File: config.mk
export PLATFORM = sky130hd
export DESIGN_NAME = stack_transfer_sequencer_flat
export DESIGN_NICKNAME = d
export VERILOG_FILES = /design/src/rtl/stack_transfer_sequencer_if.sv /design/src/rtl/stack_transfer_sequencer.sv /design/src/flat_wrapper.sv
export SDC_FILE = /design/constraint.sdc
export NUM_CORES = 1
export LEC_CHECK = 0
export CAP_MARGIN = 20
export CORE_MARGIN = 1.5
export CORE_UTILIZATION = 45
export CTS_BUF_LIST = sky130_fd_sc_hd__clkbuf_8
export CTS_CLUSTER_SIZE = 24
export DETAILED_ROUTE_END_ITERATION = 8
export PLACE_DENSITY = 0.75
export SYNTH_ARGS = -nofsm -noshare
export SYNTH_HDL_FRONTEND = slang
export SYNTH_SLANG_ARGS = --single-unit
File: constraint.sdc
create_clock -name clk -period 2.6 [get_ports clk]
set_input_delay 0.52 -clock clk [delete_from_list [all_inputs] [get_ports clk]]
set_output_delay 0.52 -clock clk [all_outputs]
set_load 0.05 [all_outputs]
File: src/rtl/stack_transfer_sequencer_if.sv
// Data-memory port between the stack transfer sequencer and data memory.
//
// Handshake: the sequencer raises exactly one of Mem_Read / Mem_Write with
// Mem_Addr (and Mem_Data_Out for writes) and holds them stable. The memory
// answers with Mem_Gnt. A word moves at a rising edge only when a request
// and Mem_Gnt are both high. Read data returns on Mem_Data_In during the
// cycle after the accepting edge.
interface stack_transfer_sequencer_if #(
  parameter int DATA_W = 16,
  parameter int ADDR_W = 11
);
  logic [ADDR_W-1:0] Mem_Addr;
  logic [DATA_W-1:0] Mem_Data_Out;
  logic              Mem_Read;
  logic              Mem_Write;
  logic              Mem_Gnt;
  logic [DATA_W-1:0] Mem_Data_In;

  modport master (
    output Mem_Addr, Mem_Data_Out, Mem_Read, Mem_Write,
    input  Mem_Gnt, Mem_Data_In
  );

  modport slave (
    input  Mem_Addr, Mem_Data_Out, Mem_Read, Mem_Write,
    output Mem_Gnt, Mem_Data_In
  );
endinterface

File: src/rtl/stack_transfer_sequencer.sv
// Stack transfer sequencer for CALL/RET/INT/RTI.
// Pushes or pops a multi-word PC plus an optional flags word through the
// data-memory port, one word per granted cycle, and owns the stack pointer.
// One buffer holds the words of the transfer: slots 0..PC_WORDS-1 are the
// PC words (LSW first), slot PC_WORDS is the zero-extended flags word. A push
// loads it from the inputs; a pop fills it from read data.
module stack_transfer_sequencer #(
  parameter int DATA_W   = 16,
  parameter int PC_WORDS = 2,
  parameter int FLAG_W   = 4,
  parameter int ADDR_W   = 11,
  parameter logic [ADDR_W-1:0] SP_INIT = '1
) (
  input  logic                         clk,
  input  logic                         rst_n,
  input  logic                         Start,
  input  logic                         Push,
  input  logic                         With_Flags,
  input  logic [PC_WORDS*DATA_W-1:0]   PC_In,
  input  logic [FLAG_W-1:0]            Flags_In,
  stack_transfer_sequencer_if.master   mem,
  output logic                         Stall_Signal,
  output logic                         Busy,
  output logic                         Done,
  output logic [PC_WORDS*DATA_W-1:0]   PC_Out,
  output logic [FLAG_W-1:0]            Flags_Out,
  output logic [ADDR_W-1:0]            SP,
  output logic                         Sp_Wrap,
  output logic [1:0]                   state_dbg
);

  localparam int PC_W  = PC_WORDS * DATA_W;
  localparam int BUF_W = (PC_WORDS + 1) * DATA_W;
  localparam int KW    = $clog2(PC_WORDS + 2);

  typedef enum logic [1:0] {
    IDLE  = 2'd0,
    XFER  = 2'd1,
    DRAIN = 2'd2
  } state_t;

  state_t            state;
  logic [KW-1:0]     k;
  logic              push_q;
  logic              flags_q;
  logic [BUF_W-1:0]  buf_q;
  logic              rd_pend;
  logic [KW-1:0]     rd_slot;
  logic              wrap_q;

  logic [KW-1:0]     slot;
  logic [KW-1:0]     k_last;
  logic [ADDR_W-1:0] sp_step;
  logic              step_wrap;
  logic [BUF_W-1:0]  merged;

  assign Busy         = (state != IDLE);
  assign Stall_Signal = ((state == IDLE) && Start) || Busy;
  assign state_dbg    = state;

  // Index of the last word of this transfer (N-1).
  assign k_last = KW'(PC_WORDS - 1) + KW'(flags_q);

  // Next SP for the current word and whether that step wraps.
  assign sp_step   = push_q ? (SP - ADDR_W'(1)) : (SP + ADDR_W'(1));
  assign step_wrap = push_q ? (SP == '0) : (SP == '1);

  // Buffer slot addressed by word counter k: push is MSW..LSW then flags,
  // pop is the exact reverse so flags come off the top first.
  always_comb begin
    slot = '0;
    if (push_q) begin
      if (k < KW'(PC_WORDS)) slot = KW'(PC_WORDS - 1) - k;
      else                   slot = KW'(PC_WORDS);
    end else if (flags_q) begin
      if (k == '0) slot = KW'(PC_WORDS);
      else         slot = k - KW'(1);
    end else begin
      slot = k;
    end
  end

  // Buffer with the read word arriving this cycle folded in, so DRAIN can
  // publish every word in one edge.
  always_comb begin
    merged = buf_q;
    if (rd_pend) merged[rd_slot*DATA_W +: DATA_W] = mem.Mem_Data_In;
  end

  // Memory request outputs: Moore function of state, k and SP.
  always_comb begin
    mem.Mem_Addr     = '0;
    mem.Mem_Data_Out = '0;
    mem.Mem_Read     = 1'b0;
    mem.Mem_Write    = 1'b0;
    if (state == XFER) begin
      if (push_q) begin
        mem.Mem_Write    = 1'b1;
        mem.Mem_Addr     = SP;
        mem.Mem_Data_Out = buf_q[slot*DATA_W +: DATA_W];
      end else begin
        mem.Mem_Read = 1'b1;
        mem.Mem_Addr = SP + ADDR_W'(1);
      end
    end
  end

  // Sequencer FSM with SP, word counter, read capture and result registers.
  always_ff @(posedge clk) begin
    if (!rst_n) begin
      state     <= IDLE;
      k         <= '0;
      push_q    <= 1'b0;
      flags_q   <= 1'b0;
      buf_q     <= '0;
      rd_pend   <= 1'b0;
      rd_slot   <= '0;
      wrap_q    <= 1'b0;
      SP        <= SP_INIT;
      Done      <= 1'b0;
      Sp_Wrap   <= 1'b0;
      PC_Out    <= '0;
      Flags_Out <= '0;
    end else begin
      Done    <= 1'b0;
      Sp_Wrap <= 1'b0;
      rd_pend <= 1'b0;
      buf_q   <= merged;
      case (state)
        IDLE: begin
          if (Start) begin
            push_q  <= Push;
            flags_q <= With_Flags;
            buf_q   <= {DATA_W'(Flags_In), PC_In};
            k       <= '0;
            wrap_q  <= 1'b0;
            state   <= XFER;
          end
        end
        XFER: begin
          if (mem.Mem_Gnt) begin
            SP     <= sp_step;
            k      <= k + KW'(1);
            wrap_q <= wrap_q | step_wrap;
            if (!push_q) begin
              rd_pend <= 1'b1;
              rd_slot <= slot;
            end
            if (k == k_last) begin
              if (push_q) begin
                state   <= IDLE;
                Done    <= 1'b1;
                Sp_Wrap <= wrap_q | step_wrap;
              end else begin
                state <= DRAIN;
              end
            end
          end
        end
        DRAIN: begin
          PC_Out <= merged[PC_W-1:0];
          if (flags_q) Flags_Out <= merged[PC_W +: FLAG_W];
          Done    <= 1'b1;
          Sp_Wrap <= wrap_q;
          state   <= IDLE;
        end
        default: state <= IDLE;
      endcase
    end
  end

endmodule

File: src/flat_wrapper.sv
// flat-port wrapper written by rule: the top's interface ports become plain ports
module stack_transfer_sequencer_flat 
#(
  parameter int DATA_W   = 16,
  parameter int PC_WORDS = 2,
  parameter int FLAG_W   = 4,
  parameter int ADDR_W   = 11,
  parameter logic [ADDR_W-1:0] SP_INIT = '1
)
  (clk, rst_n, Start, Push, With_Flags, PC_In, Flags_In, Stall_Signal, Busy, Done, PC_Out, Flags_Out, SP, Sp_Wrap, state_dbg, mem_Mem_Addr, mem_Mem_Data_Out, mem_Mem_Read, mem_Mem_Write, mem_Mem_Gnt, mem_Mem_Data_In);
  stack_transfer_sequencer_if #(.DATA_W(DATA_W), .ADDR_W(ADDR_W)) mem_i ();
  input  logic clk;
  input  logic rst_n;
  input  logic Start;
  input  logic Push;
  input  logic With_Flags;
  input  logic [PC_WORDS*DATA_W-1:0] PC_In;
  input  logic [FLAG_W-1:0] Flags_In;
  output logic Stall_Signal;
  output logic Busy;
  output logic Done;
  output logic [PC_WORDS*DATA_W-1:0] PC_Out;
  output logic [FLAG_W-1:0] Flags_Out;
  output logic [ADDR_W-1:0] SP;
  output logic Sp_Wrap;
  output logic [1:0] state_dbg;
  output wire logic [$bits(mem_i.Mem_Addr)-1:0] mem_Mem_Addr;
  output wire logic [$bits(mem_i.Mem_Data_Out)-1:0] mem_Mem_Data_Out;
  output wire logic [$bits(mem_i.Mem_Read)-1:0] mem_Mem_Read;
  output wire logic [$bits(mem_i.Mem_Write)-1:0] mem_Mem_Write;
  input wire logic [$bits(mem_i.Mem_Gnt)-1:0] mem_Mem_Gnt;
  input wire logic [$bits(mem_i.Mem_Data_In)-1:0] mem_Mem_Data_In;
  assign mem_Mem_Addr = mem_i.Mem_Addr;
  assign mem_Mem_Data_Out = mem_i.Mem_Data_Out;
  assign mem_Mem_Read = mem_i.Mem_Read;
  assign mem_Mem_Write = mem_i.Mem_Write;
  assign mem_i.Mem_Gnt = mem_Mem_Gnt;
  assign mem_i.Mem_Data_In = mem_Mem_Data_In;
  stack_transfer_sequencer #(.DATA_W(DATA_W), .PC_WORDS(PC_WORDS), .FLAG_W(FLAG_W), .ADDR_W(ADDR_W), .SP_INIT(SP_INIT)) u_core (.clk(clk), .rst_n(rst_n), .Start(Start), .Push(Push), .With_Flags(With_Flags), .PC_In(PC_In), .Flags_In(Flags_In), .mem(mem_i), .Stall_Signal(Stall_Signal), .Busy(Busy), .Done(Done), .PC_Out(PC_Out), .Flags_Out(Flags_Out), .SP(SP), .Sp_Wrap(Sp_Wrap), .state_dbg(state_dbg));
endmodule
# Word level (Yosys, flattened, before mapping)
# Cells that the tools add are included.
dict set report word_totals {
  output_inout_bits 82
  in_bits 58
  word_cells 83
  regBits 107
}
dict set report classes {
  eq_ne 7
  mux 36
  bitwise_logic 2
  n_reduce_logical 14
  n_shift 3
  magnitude_cmp 1
  addsub 7
}
# op n
set op_table {}
lappend op_table {{48-bit 2-to-1 mux} 3}
lappend op_table {{48-bit bitwise mux} 1}
lappend op_table {{16-bit by 34-bit variable shift with 48-bit output (first input constant)} 1}
lappend op_table {{16-bit by 34-bit indexed part select with 48-bit output} 1}
lappend op_table {{48-bit by 7-bit indexed part select with 16-bit output} 1}
lappend op_table {{6-bit negator with 34-bit output} 1}
lappend op_table {{11-bit 2-to-1 mux} 3}
lappend op_table {{16-bit 2-to-1 mux} 2}
lappend op_table {{2-bit 2-to-1 mux} 10}
lappend op_table {{1-bit 2-to-1 mux} 12}
lappend op_table {{3-bit AND reduction} 4}
lappend op_table {{11-bit by 1-bit adder with 11-bit output (second input constant)} 1}
lappend op_table {{11-bit == test (second input constant)} 1}
lappend op_table {{11-bit logical NOT} 1}
lappend op_table {{11-bit by 1-bit subtractor with 11-bit output (second input constant)} 1}
lappend op_table {{2-bit case mux with 2 select lines} 2}
lappend op_table {{2-bit != test (second input constant)} 3}
lappend op_table {{1-bit case mux with 2 select lines} 3}
lappend op_table {{2-bit AND reduction} 3}
lappend op_table {{2-bit logical NOT} 2}
lappend op_table {{2-bit nonzero test} 2}
lappend op_table {{1-bit by 1-bit adder with 2-bit output (first input constant)} 1}
lappend op_table {{2-bit by 1-bit adder with 2-bit output (second input constant)} 1}
lappend op_table {{2-bit by 1-bit == test with 1-bit output (second input constant)} 1}
lappend op_table {{9 further kinds} 9}

# Depth between registers and ports, before layout
# Gate-level depths: netlist (run 1).
dict set report depth {
  depth_word 7
  depth_mapped 9
  mapped_depth_nobuf 6
}

# Worst setup path after synthesis (run 1)
# No wires, ideal clock.
dict set report synth_timing {
  path_kind {register -> output}
  startpoint {register u_core.state[0] (netlist: u_core.state_dbg[0])}
  endpoint {output mem_Mem_Data_Out[0]}
  t_arrival_ns 3.318
  required_time_ns 2.080
  setup_slack_ns -1.238
  stages_incl_launch_ff 6
  n_path_buf 0
  cell_sequence {dfxtp_1 > ha_1 > clkinv_1 > nor2_1 > nand2_1 > o21ai_0}
}
dict set report synth_via {
  elab_chain_cells 2
}
# element line
set synth_rtl {}
lappend synth_rtl {{start: declaration} stack_transfer_sequencer.sv:42} ;# state_t state;
lappend synth_rtl {{start signal: assignment} stack_transfer_sequencer.sv:111} ;# state <= IDLE;
lappend synth_rtl {{start signal: assignment} stack_transfer_sequencer.sv:137} ;# state <= XFER;
lappend synth_rtl {{start signal: assignment} stack_transfer_sequencer.sv:151} ;# state <= IDLE;
lappend synth_rtl {{2-bit by 1-bit == test with 1-bit output} stack_transfer_sequencer.sv:96} ;# if (state == XFER) begin
lappend synth_rtl {{16-bit 2-to-1 mux} stack_transfer_sequencer.sv:96}
lappend synth_rtl {{end: declaration} flat_wrapper.sv:28} ;# output wire logic [$bits(mem_i.Mem_Data_Out)-1:0] mem_Mem_Data_Out;
# No other way between the ends.

# Worst setup path in the final report (run 1)
dict set report layout_timing {
  startpoint {register u_core.k[0]}
  endpoint {output mem_Mem_Data_Out[4]}
}
dict set report layout_via {
  elab_chain_cells 7
  word_cells_on_any_way 11
  classes_between {add/sub (2); order compare (1); shift (1); mux (6); reduce/logical (1)}
}
# element line
set layout_rtl {}
lappend layout_rtl {{start: declaration} stack_transfer_sequencer.sv:43} ;# logic [KW-1:0] k;
lappend layout_rtl {{start signal: assignment} stack_transfer_sequencer.sv:143} ;# k <= k + KW'(1);
lappend layout_rtl {{2-bit by 1-bit subtractor with 2-bit output / 2-bit logical NOT (equally long branches)} {stack_transfer_sequencer.sv:77, stack_transfer_sequencer.sv:76}}
lappend layout_rtl {{2-bit 2-to-1 mux} stack_transfer_sequencer.sv:76} ;# if (k == '0) slot = KW'(PC_WORDS);
lappend layout_rtl {{2-bit 2-to-1 mux} stack_transfer_sequencer.sv:75} ;# end else if (flags_q) begin
lappend layout_rtl {{2-bit 2-to-1 mux (*)} stack_transfer_sequencer.sv:72} ;# if (push_q) begin
lappend layout_rtl {{48-bit by 7-bit indexed part select with 16-bit output (*)} stack_transfer_sequencer.sv:100} ;# mem.Mem_Data_Out = buf_q[slot*DATA_W +: DATA_W];
lappend layout_rtl {{16-bit 2-to-1 mux (*)} stack_transfer_sequencer.sv:97} ;# if (push_q) begin
lappend layout_rtl {{16-bit 2-to-1 mux (*)} stack_transfer_sequencer.sv:96}
# Mark *: on every way between the ends. The rest lies on a longest branch, timed or not.

==> flow_metrics.env, run 1 <==
export IMPL_finalCritPeriodShare=1.05
export IMPL_routedWlPerCell_um=19.1
export IMPL_seq_power_share=0.333
export IMPL_slew_headroom=0.506
export IMPL_slowest_delay_ps=360
export IMPL_comb_power_share=0.518
export IMPL_status="complete, but fails checks"
export IMPL_first_pass_grt_wire_length_mm=26.0
export IMPL_max_freq_ghz=0.368
export IMPL_postSynth_asyncResetShare=0
export IMPL_tritoncts="built"
export IMPL_power_leakage_nw=2.71
export IMPL_timing_critical_path_from_type="flop"
export IMPL_synthesis_nets=667
export IMPL_critical_path_slowest_cell="sky130_fd_sc_hd__dfxtp_2"
export IMPL_layout_area_overhead_vs_synth_pct=47.6
export IMPL_finalWorstPathRequiredPeriod_ps=2720
export IMPL_finalWeightedCongestion=0.888
export IMPL_place_inst=845
export IMPL_htree_num_levels=3
export IMPL_io_buffers=139
export IMPL_routed_wl_mm=16.5
export IMPL_die_x_um=110
export IMPL_route_detailed_vias_per_inst=5.95
export IMPL_seq_area_frac_synth=0.419
export IMPL_critical_path_most_common_cell="sky130_fd_sc_hd__mux2i_4"
export IMPL_drt_iter0_markers=505
export IMPL_post_detailed_placement_half_perimeter_wirelength_mm=11.4
export IMPL_floorplan_rows=38
export IMPL_maxCapViolations=0
export IMPL_synth_cell_types=58
export IMPL_antenna_violations_before_repair=0
export IMPL_syn_cell_area_sq_um=5110
export IMPL_floorplan_die_area_sq_um=12000
export IMPL_path_max_fanout=8
export IMPL_worst_hold_path_type="flop to flop"
export IMPL_ys_warn_count=0
export IMPL_timing_critical_path_arrival_ps=2200
export IMPL_crit_chain="inv_2 > ha_4 > mux2_4 > mux2i_4 > clkbuf_16 > mux2i_4 > o21ai_2 > buf_12"
export IMPL_synth_largest_area_cell="sky130_fd_sc_hd__dfxtp_1"
export IMPL_num_vias=5146
export IMPL_critPathTopFamily="multiplexers"
export IMPL_synth_top_cells_by_area="sky130_fd_sc_hd__dfxtp_1, sky130_fd_sc_hd__o21ai_0, sky130_fd_sc_hd__a21oi_1, sky130_fd_sc_hd__a22oi_1, sky130_fd_sc_hd__mux2i_1"
export IMPL_floorplan_core_area_sq_um=10900
export IMPL_synth_edff_count=0
export IMPL_final_layout_size_suffix_gt1_frac=0.194
export IMPL_clkPwrFrac=0.149
export IMPL_drt_pre_antenna_iters=5
export IMPL_cp_required_ps=2080
export IMPL_crit_type="flop to primary output"
export IMPL_max_rail_drop_vdd_mv=0.717
export IMPL_clk_pin_slew_worst_paths_ps=100
export IMPL_final_max_slew_violation_count=0
export IMPL_insertion_delay_ps=380
export IMPL_fin_util=0.690
export IMPL_route_detailed_drc=0
export IMPL_cts_buffer_count=9
export IMPL_internal_power_mw=3.67
export IMPL_failed_checks="negative setup slack"
export IMPL_layout_cells_non_filler=865
export IMPL_postSynthRegisterBits=107
export IMPL_ctsRootBufferMaster="sky130_fd_sc_hd__clkbuf_8"
export IMPL_grt_max_degree=66
export IMPL_ant_nets=0
export IMPL_timing_critical_path_to_type="primary output"
export IMPL_cts_root_to_sink_buffers=2
export IMPL_synth_area_per_cell_sq_um=8.59
export IMPL_timing_final_setup_violations=16
export IMPL_yosysTopAreaCellShare=0.419
export IMPL_power_switching_mw=2.88
export IMPL_floorplan_initialDensity=0.467
export IMPL_number_of_buffers_and_inverters_on_the_critical_path=3
export IMPL_rsz0062_at_grt="yes"
export IMPL_gr_total_overflow=0
export IMPL_global_route_usage_total=0.278
export IMPL_worst_setup_margin_ps=-120
export IMPL_die_height_um=110
export IMPL_cts_hold_buf=0
export IMPL_synth_ff_type="sky130_fd_sc_hd__dfxtp_1"
export IMPL_grt_pass1_vias=5058
export IMPL_total_power_mw=6.55
export IMPL_hold_viol=0
export IMPL_num_antenna_cells=0
export IMPL_switching_share=0.440
export IMPL_cellPowerDensity_nw_per_um2=869
export IMPL_worstMarginPinSlew_ps=738
export IMPL_timing_hold_ws_ps=493
export IMPL_ios=140
export IMPL_final_nets=792
export IMPL_cts_sinks=107
export IMPL_fin_worst_skew_ps=16.7
export IMPL_synth_cells=595
cell usage in the layout (no fill, tap or decap), drive strengths merged, types with 3 or more instances in the layout:
master	Yosys	layout
dfxtp	107	107
nand4	3	3
nand2	35	35
mux2	3	3
nor4b	3	3
nor4	3	3
nor3	6	6
ha	14	14
and2	3	3
a22oi	34	34
buf	12	55
inv	11	14
clkdlybuf4s50	0	107
mux2i	23	23
nand2b	6	6
nor2	38	38
nand3	8	8
clkinv	2	5
a32oi	21	21
nor3b	3	3
clkbuf	38	10
o21ai	99	99
a21oi	77	77
xnor2	8	8
and3	5	5
nand3b	4	4
xor2	3	3
registers in the layout (all words and copies together), names as in the netlist:
signal	flops
u_core.rd_slot	2
u_core.wrap_q	1
u_core.k	2
u_core.buf_q	48
u_core.Done	1
u_core.SP	11
u_core.state_dbg	2
u_core.rd_pend	1
u_core.flags_q	1
u_core.PC_Out	32
u_core.push_q	1
u_core.Sp_Wrap	1
u_core.Flags_Out	4
metrics by stage:
stage	cell area (sq um)	TNS (ps)	setup slack, ps
2_1_floorplan	5280	0	24.6
3_3_place_gp	7070	0	237
3_5_place_dp	7070	0	168
4_1_cts	7450	-1560	-121
5_1_grt	7540	-2720	-202
6_report	7540	-1610	-120
cells in the mapped netlist (all sizes together), types with 4 or more instances:
cell,count
mux2i,23
nand2b,6
nor3,6
nor2,38
nand3,8
a22oi,34
o21ai,99
xnor2,8
a32oi,21
dfxtp,107
ha,14
buf,12
nand3b,4
a21oi,77
clkbuf,38
inv,11
and3,5
nand2,35
metal layers:
layer | GRT usage | up-vias | share of wire
met4 | 0.0826 | 0 | 0.016
met1 | 0.356 | 2439 | 0.43
met5 | 0 | - | 0
li1 | - | 2441 | -
met3 | 0.0694 | 26 | 0.090
met2 | 0.461 | 240 | 0.47
tightest hold or removal path: stages (launching register included):
cell and delay, ps:
sky130_fd_sc_hd__dfxtp_2 350, sky130_fd_sc_hd__nand2_1 50, sky130_fd_sc_hd__mux2i_1 60
final timing paths:
check	start	to	slack (ps)	cells after the start
worst min register to register	u_core.state_dbg[0]	u_core.state_dbg[0]	490	2
worst max-delay path	u_core.k[0]	mem_Mem_Data_Out[4]	-120	8
worst min-delay path	u_core.state_dbg[0]	u_core.state_dbg[0]	490	2
worst max register to register	u_core.rd_slot[0]	u_core.buf_q[5]	250	7
kinds of logic after synthesis:
kind of cell / Yosys count / share of synthesized area
AND/OR/NAND/NOR: 127 / 0.135
multiplexers: 26 / 0.0548
buffers and inverters: 63 / 0.0534
XOR/XNOR: 11 / 0.0189
adder cells (fa/ha/maj): 14 / 0.0343
flip-flops: 107 / 0.419
AO/OA/AOI/OAI: 247 / 0.284
final cells by class:
| class | count | area (sq um) |
|---|---|---|
| clock buffer | 9 | 124 |
| clock inverter | 7 | 65.1 |
| fill | 857 | 3390 |
| inverter | 13 | 50.0 |
| multi-input combinational | 425 | 3080 |
| sequential | 107 | 2150 |
| tap | 140 | 175 |
| timing repair buffer | 164 | 1900 |
power groups by stage:
stage | Sequential (mW) | Clock (mW) | Combinational [mW]
after detailed placement | 2.16 | 0 | 3.15
after global routing | 2.21 | 1.07 | 3.60
final | 2.18 | 0.977 | 3.39
after floorplan | 2.47 | 0 | 1.74
after CTS | 2.16 | 0.989 | 3.32
after global placement | 2.15 | 0 | 3.12
what timing repair did:
action	CTS	global route
endpoints found under the setup margin	19	20
gates resized for setup	30	17
gates cloned	1	0
pin swaps	14	10
buffers inserted	2	0
endpoints found under the hold margin	0	0
Note: power is estimated with default switching activity, not from simulation.
==> inputs of run 2 (changes only) <==
- TNS_END_PERCENT: not set -> 100
==> results of run 2 <==
No change in the layout: final DEF, timing and power equal those of run 1.
